### src/rtl/video_source_scheduler.sv
// Raster timing generator for the DVI TX that hands the pixel stream to one of two
// sources, switching owners only between frames.
module video_source_scheduler #(
  parameter int unsigned H_ACTIVE = 720,
  parameter int unsigned H_FP     = 16,
  parameter int unsigned H_SYNC   = 62,
  parameter int unsigned H_BP     = 60,
  parameter int unsigned V_ACTIVE = 480,
  parameter int unsigned V_FP     = 9,
  parameter int unsigned V_SYNC   = 6,
  parameter int unsigned V_BP     = 30,
  parameter logic        SYNC_POL = 1'b0,
  parameter logic [23:0] FILL_RGB = 24'h000000
) (
  input  logic        clk,
  input  logic        rst,
  input  logic        src0_req,
  input  logic        src1_req,
  input  logic [23:0] src0_rgb,
  input  logic [23:0] src1_rgb,
  output logic [9:0]  pix_x,
  output logic [9:0]  pix_y,
  output logic [1:0]  pix_rd,
  output logic [1:0]  grant,
  output logic        frame_start,
  output logic [7:0]  rgb_r,
  output logic [7:0]  rgb_g,
  output logic [7:0]  rgb_b,
  output logic        rgb_hs,
  output logic        rgb_vs,
  output logic        rgb_de
);

  localparam int unsigned CW      = 10;
  localparam int unsigned H_TOTAL = H_ACTIVE + H_FP + H_SYNC + H_BP;
  localparam int unsigned V_TOTAL = V_ACTIVE + V_FP + V_SYNC + V_BP;

  localparam logic [CW-1:0] H_LAST   = CW'(H_TOTAL - 1);
  localparam logic [CW-1:0] V_LAST   = CW'(V_TOTAL - 1);
  localparam logic [CW-1:0] H_ACT_W  = CW'(H_ACTIVE);
  localparam logic [CW-1:0] V_ACT_W  = CW'(V_ACTIVE);
  localparam logic [CW-1:0] HS_START = CW'(H_ACTIVE + H_FP);
  localparam logic [CW-1:0] HS_END   = CW'(H_ACTIVE + H_FP + H_SYNC - 1);
  localparam logic [CW-1:0] VS_START = CW'(V_ACTIVE + V_FP);
  localparam logic [CW-1:0] VS_END   = CW'(V_ACTIVE + V_FP + V_SYNC - 1);

  logic [CW-1:0] h_q, h_d, v_q, v_d;
  logic [1:0]    grant_q, grant_d;
  logic          s1_active_q, s1_hs_q, s1_vs_q;
  logic [1:0]    s1_grant_q;
  logic          de_q, hs_q, vs_q;
  logic [23:0]   rgb_q, rgb_d;

  logic line_last_c, frame_last_c, active_c, hs_lvl_c, vs_lvl_c;
  logic [23:0] src_sel_c;

  // Raster counters, sync levels and the frame-boundary grant decision
  always_comb begin
    line_last_c  = (h_q == H_LAST);
    frame_last_c = line_last_c && (v_q == V_LAST);
    active_c     = (h_q < H_ACT_W) && (v_q < V_ACT_W);
    hs_lvl_c     = ((h_q >= HS_START) && (h_q <= HS_END)) ? SYNC_POL : ~SYNC_POL;
    vs_lvl_c     = ((v_q >= VS_START) && (v_q <= VS_END)) ? SYNC_POL : ~SYNC_POL;

    h_d = line_last_c ? '0 : h_q + CW'(1);
    v_d = v_q;
    if (line_last_c) begin
      v_d = (v_q == V_LAST) ? '0 : v_q + CW'(1);
    end

    grant_d = grant_q;
    if (frame_last_c) begin
      if (src1_req)      grant_d = 2'b10;
      else if (src0_req) grant_d = 2'b01;
      else               grant_d = 2'b00;
    end
  end

  // Stage-1 grant picks which source's returning data lands on the output
  always_comb begin
    case (s1_grant_q)
      2'b10:   src_sel_c = src1_rgb;
      2'b01:   src_sel_c = src0_rgb;
      default: src_sel_c = FILL_RGB;
    endcase
    rgb_d = s1_active_q ? src_sel_c : 24'h000000;
  end

  always_ff @(posedge clk) begin
    if (rst) begin
      h_q         <= '0;
      v_q         <= '0;
      grant_q     <= 2'b00;
      s1_active_q <= 1'b0;
      s1_hs_q     <= ~SYNC_POL;
      s1_vs_q     <= ~SYNC_POL;
      s1_grant_q  <= 2'b00;
      de_q        <= 1'b0;
      hs_q        <= ~SYNC_POL;
      vs_q        <= ~SYNC_POL;
      rgb_q       <= 24'h000000;
    end else begin
      h_q         <= h_d;
      v_q         <= v_d;
      grant_q     <= grant_d;
      s1_active_q <= active_c;
      s1_hs_q     <= hs_lvl_c;
      s1_vs_q     <= vs_lvl_c;
      s1_grant_q  <= grant_q;
      de_q        <= s1_active_q;
      hs_q        <= s1_hs_q;
      vs_q        <= s1_vs_q;
      rgb_q       <= rgb_d;
    end
  end

  // Strobes are decoded from the live counters and held off while reset is high
  assign pix_rd      = rst ? 2'b00 : (grant_q & {2{active_c}});
  assign frame_start = ~rst && (h_q == '0) && (v_q == '0);

  assign pix_x  = h_q;
  assign pix_y  = v_q;
  assign grant  = grant_q;
  assign rgb_r  = rgb_q[23:16];
  assign rgb_g  = rgb_q[15:8];
  assign rgb_b  = rgb_q[7:0];
  assign rgb_hs = hs_q;
  assign rgb_vs = vs_q;
  assign rgb_de = de_q;

endmodule

### config.mk
export PLATFORM = sky130hd
export DESIGN_NAME = video_source_scheduler
export DESIGN_NICKNAME = d
export VERILOG_FILES = /design/src/rtl/video_source_scheduler.sv
export SDC_FILE = /design/constraint.sdc
export NUM_CORES = 1
export LEC_CHECK = 0
export ABC_AREA = 1
export BUFFER_PORTS_ARGS = -buffer_cell sky130_fd_sc_hd__buf_2
export CORE_AREA = 2 2 59 117
export CTS_CLUSTER_SIZE = 10
export DETAILED_ROUTE_END_ITERATION = 10
export DIE_AREA = 0 0 61 119
export PLACE_DENSITY = 0.67
export SYNTH_ARGS = -nofsm -noshare
export SYNTH_HDL_FRONTEND = slang
export SYNTH_SLANG_ARGS = --single-unit
### constraint.sdc
create_clock -name clk -period 1.82 [get_ports clk]
set_clock_uncertainty 0.2 [all_clocks]
set_input_delay 0.364 -clock clk [delete_from_list [all_inputs] [get_ports clk]]
set_output_delay 0.364 -clock clk [all_outputs]
set_load 0.03 [all_outputs]
==> run summary <==
Layout area overhead -> 44.1%
Largest stage delay on the critical path -> 0.36 ns
Iteration-0 DRC Markers -> 97
Final period utilization -> 1.06
Outcome -> complete, but fails checks
Synth warnings -> 0
VDD IR max -> 0.469 mV
Width of the die -> 61 microns
RSZ-0062 raised after global routing -> true
Final non-filler cell total -> 566
H-tree level count -> 2
Synth Area in XOR/XNOR -> 0.00355
Cts hold-fix bufs -> 0
Dpl hpwl -> 4670 microns
Worst Hold Class -> in2reg
Final Hold Vio Count -> 0
Mux cell area share after synthesis -> 0
Final Net Count -> 539
Final min period -> 1.93 ns
Register Area -> 1110 sq um
Commonest non-fill, non-tap cell in the layout -> nand2_1
Lkg Pwr -> 1.62 nW
Vias per Instance -> 4.57
Netlist Area Pre-Place -> 2470 sq um
Adder-cell share of the synthesized area -> 0.0507
GRT Max-Usage Layer -> met2
Largest family of logic cells by synthesized area -> simple AND/OR/NAND/NOR gates
Top post-synthesis cells by area -> dfxtp_1 (44%), nand2_1 (17%), a21oi_1 (7.9%)
CTS tree -> done
Critical path startpoint category -> flop
Die area -> 7260 sq um
Max-Cap Viols -> 0
Commonest non-fill, non-tap cells in the layout -> nand2_1 (107), buf_2 (100), a21oi_1 (39), dfxtp_1 (39)
Compound-Gate Fraction of Synth Area -> 0.106
Clock Tree Root -> clkbuf_16
Syn nets -> 412
Critical path cell sequence -> inv_1, nand4_1, nor2_2, nand2_1, nor2_2, buf_6
Input/output buffers -> 103
Grt met3 use -> 0.0413
FF+latch count, synth -> 54
Met1 Usage GRT -> 0.193
Largest delay share family, worst path -> simple AND/OR/NAND/NOR gates
Hold_ws -> 0.115 ns
Initial Util -> 0.382
Seq/Total Area, Yosys -> 0.438
PwrDens -> 678 nW/um^2
Final wirelength -> 6390 microns
Worst path most repeated cell -> nor2_2
Cell area after layout -> 3560 sq um
Area share of the largest cell type after synthesis -> 0.438
Number of antenna violations at the first check in global routing -> 0
Die Ht -> 119 microns
Final ANT Viol Nets -> 0
Worst Setup Path Type -> reg2out
Sink Count -> 54
Netlist cell types -> 27
Final setup margin -> -0.112 ns
GRT met2 Usage -> 0.301
Final Slew Violations -> 0
Multi-input logic area -> 1280 sq um
Simple-gate share of the synthesized area -> 0.321
Avg Inst Size Synth -> 7.05 sq um
Worst-Margin Slew -> 0.271 ns
Post-DP Area -> 3150 sq um
Violated checks -> negative setup slack
CP endpoint kind -> output port
Max frequency -> 517 MHz
CP bufs+invs -> 2
Worst EP arrival -> 1.37 ns
Routed length per instance -> 11.3 microns
Placed cell count -> 544
Antenna cell count -> 0
GR Util All Layers -> 0.172
Critical Path RT -> 1.26 ns
Slew headroom -> 0.818
Vias in the first global route -> 2,290
DRC viols -> 0
First-pass iteration count of the detailed router -> 5
Clock Latency Late Sink -> 0.29 ns
Via count -> 2,585
CP max FO -> 4
Core area -> 6460 sq um
Clock transition at path regs -> 0.07 ns
Top cell type by total area after synthesis -> dfxtp_1
Number of I/O pins -> 104
Fillers -> 629
CTS max path bufs -> 2
Final setup fails -> 3
Row cnt -> 42
Share of layout cells above drive strength 1 -> 0.400
Global placer's final weighted congestion -> 0.852
Slowest-stage cell, CP -> dfxtp_4
Number of CTS-inserted buffers -> 5
Mapped Cells -> 350
Grt total ovfl -> 0
Largest net degree at the start of global routing -> 25
First-pass GRT wire length -> 9690 microns
## registers in the layout, summed over array words and instances, names as in the netlist
| signal | cells |
|---|---|
| rgb_hs | 1 |
| s1_hs_q | 1 |
| rgb_vs | 1 |
| pix_x | 10 |
| s1_active_q | 1 |
| s1_vs_q | 1 |
| s1_grant_q | 2 |
| pix_y | 10 |
| rgb_de | 1 |
| rgb_q | 24 |
| grant | 2 |
## per-layer routing
layer,share of wire,up-vias
li1,-,1354
met1,0.39,1107
met2,0.51,113
met3,0.082,11
met4,0.014,0
met5,0,-
## cells in the mapped netlist
library cell / number
nor2_4: 2
nand3_4: 1
nor2_2: 4
nor2_1: 34
inv_1: 37
nand3_1: 16
nand2_2: 2
o21ai_0: 5
nand3_2: 1
nand2_1: 111
inv_2: 2
a21oi_1: 39
clkbuf_1: 7
or2_2: 3
nand4_1: 4
nor3b_1: 2
nor3_1: 3
dfxtp_1: 54
o2111ai_1: 1
o21ai_1: 5
clkinv_1: 1
o21ai_2: 1
buf_2: 2
ha_1: 10
xor2_1: 1
buf_6: 1
nor4_1: 1
## logic make-up (layout without fill, tap and decap cells)
logic type	after synthesis	after routing
XOR/XNOR	1	1
flip-flops	54	54
AO/OA/AOI/OAI	51	51
AND/OR/NAND/NOR	184	185
adder cells (fa/ha/maj)	10	10
buffers and inverters	50	177
## timing repair
action | 4_1_cts | 5_1_grt
buffers inserted | 9 | 4
resized for setup | 38 | 19
endpoints found under the setup margin | 3 | 8
pin swaps | 8 | 11
gates cloned | 0 | 1
## worst reg2reg max path: cells and delay by family (launching register included)
family	cells	cell delay, ns
adder cells (fa/ha/maj)	1	0.18
AND/OR/NAND/NOR	3	0.37
flip-flops	1	0.38
AO/OA/AOI/OAI	2	0.18
buffers and inverters	2	0.30
## power breakdown
group	internal (mW)	switching, mW	total, mW	leakage [nW]
Sequential	1.18	0.00931	1.19	0.445
Combinational	0.0765	0.0749	0.151	1.10
Clock	0.649	0.415	1.06	0.0771
Total	1.91	0.499	2.41	1.62
## metrics by stage
| stage | setup TNS [ns] | setup slack (ns) | util | power [mW] |
|---|---|---|---|---|
| floorplan | -0.155 | -0.0578 | - | 1.28 |
| global placement | 0 | 0.115 | 0.487 | 1.35 |
| detailed placement | 0 | 0.0845 | 0.487 | 1.35 |
| CTS | -0.182 | -0.0816 | 0.535 | 2.44 |
| global route | -0.573 | -0.190 | 0.550 | 2.51 |
| finish | -0.170 | -0.112 | 0.550 | 2.41 |
## cell type report
cell class / instances / share of cell area
timing repair buffer: 129 / 0.204
clock inverter: 2 / 0.0106
multi-input combinational: 247 / 0.361
clock buffer: 6 / 0.0362
inverter: 40 / 0.0443
tap: 88 / 0.0310
sequential: 54 / 0.313
## worst paths after layout
kind | from | to | slack [ns] | depth (start not counted)
setup / recovery | pix_y[8] | frame_start | -0.11 | 6
hold / removal | src0_rgb[10] | rgb_q[10] | 0.11 | 3
setup reg to reg | pix_x[0] | pix_y[9] | 0.10 | 8
hold reg to reg | s1_hs_q | rgb_hs | 0.21 | 1
Note: power is estimated with default switching activity, not from simulation.
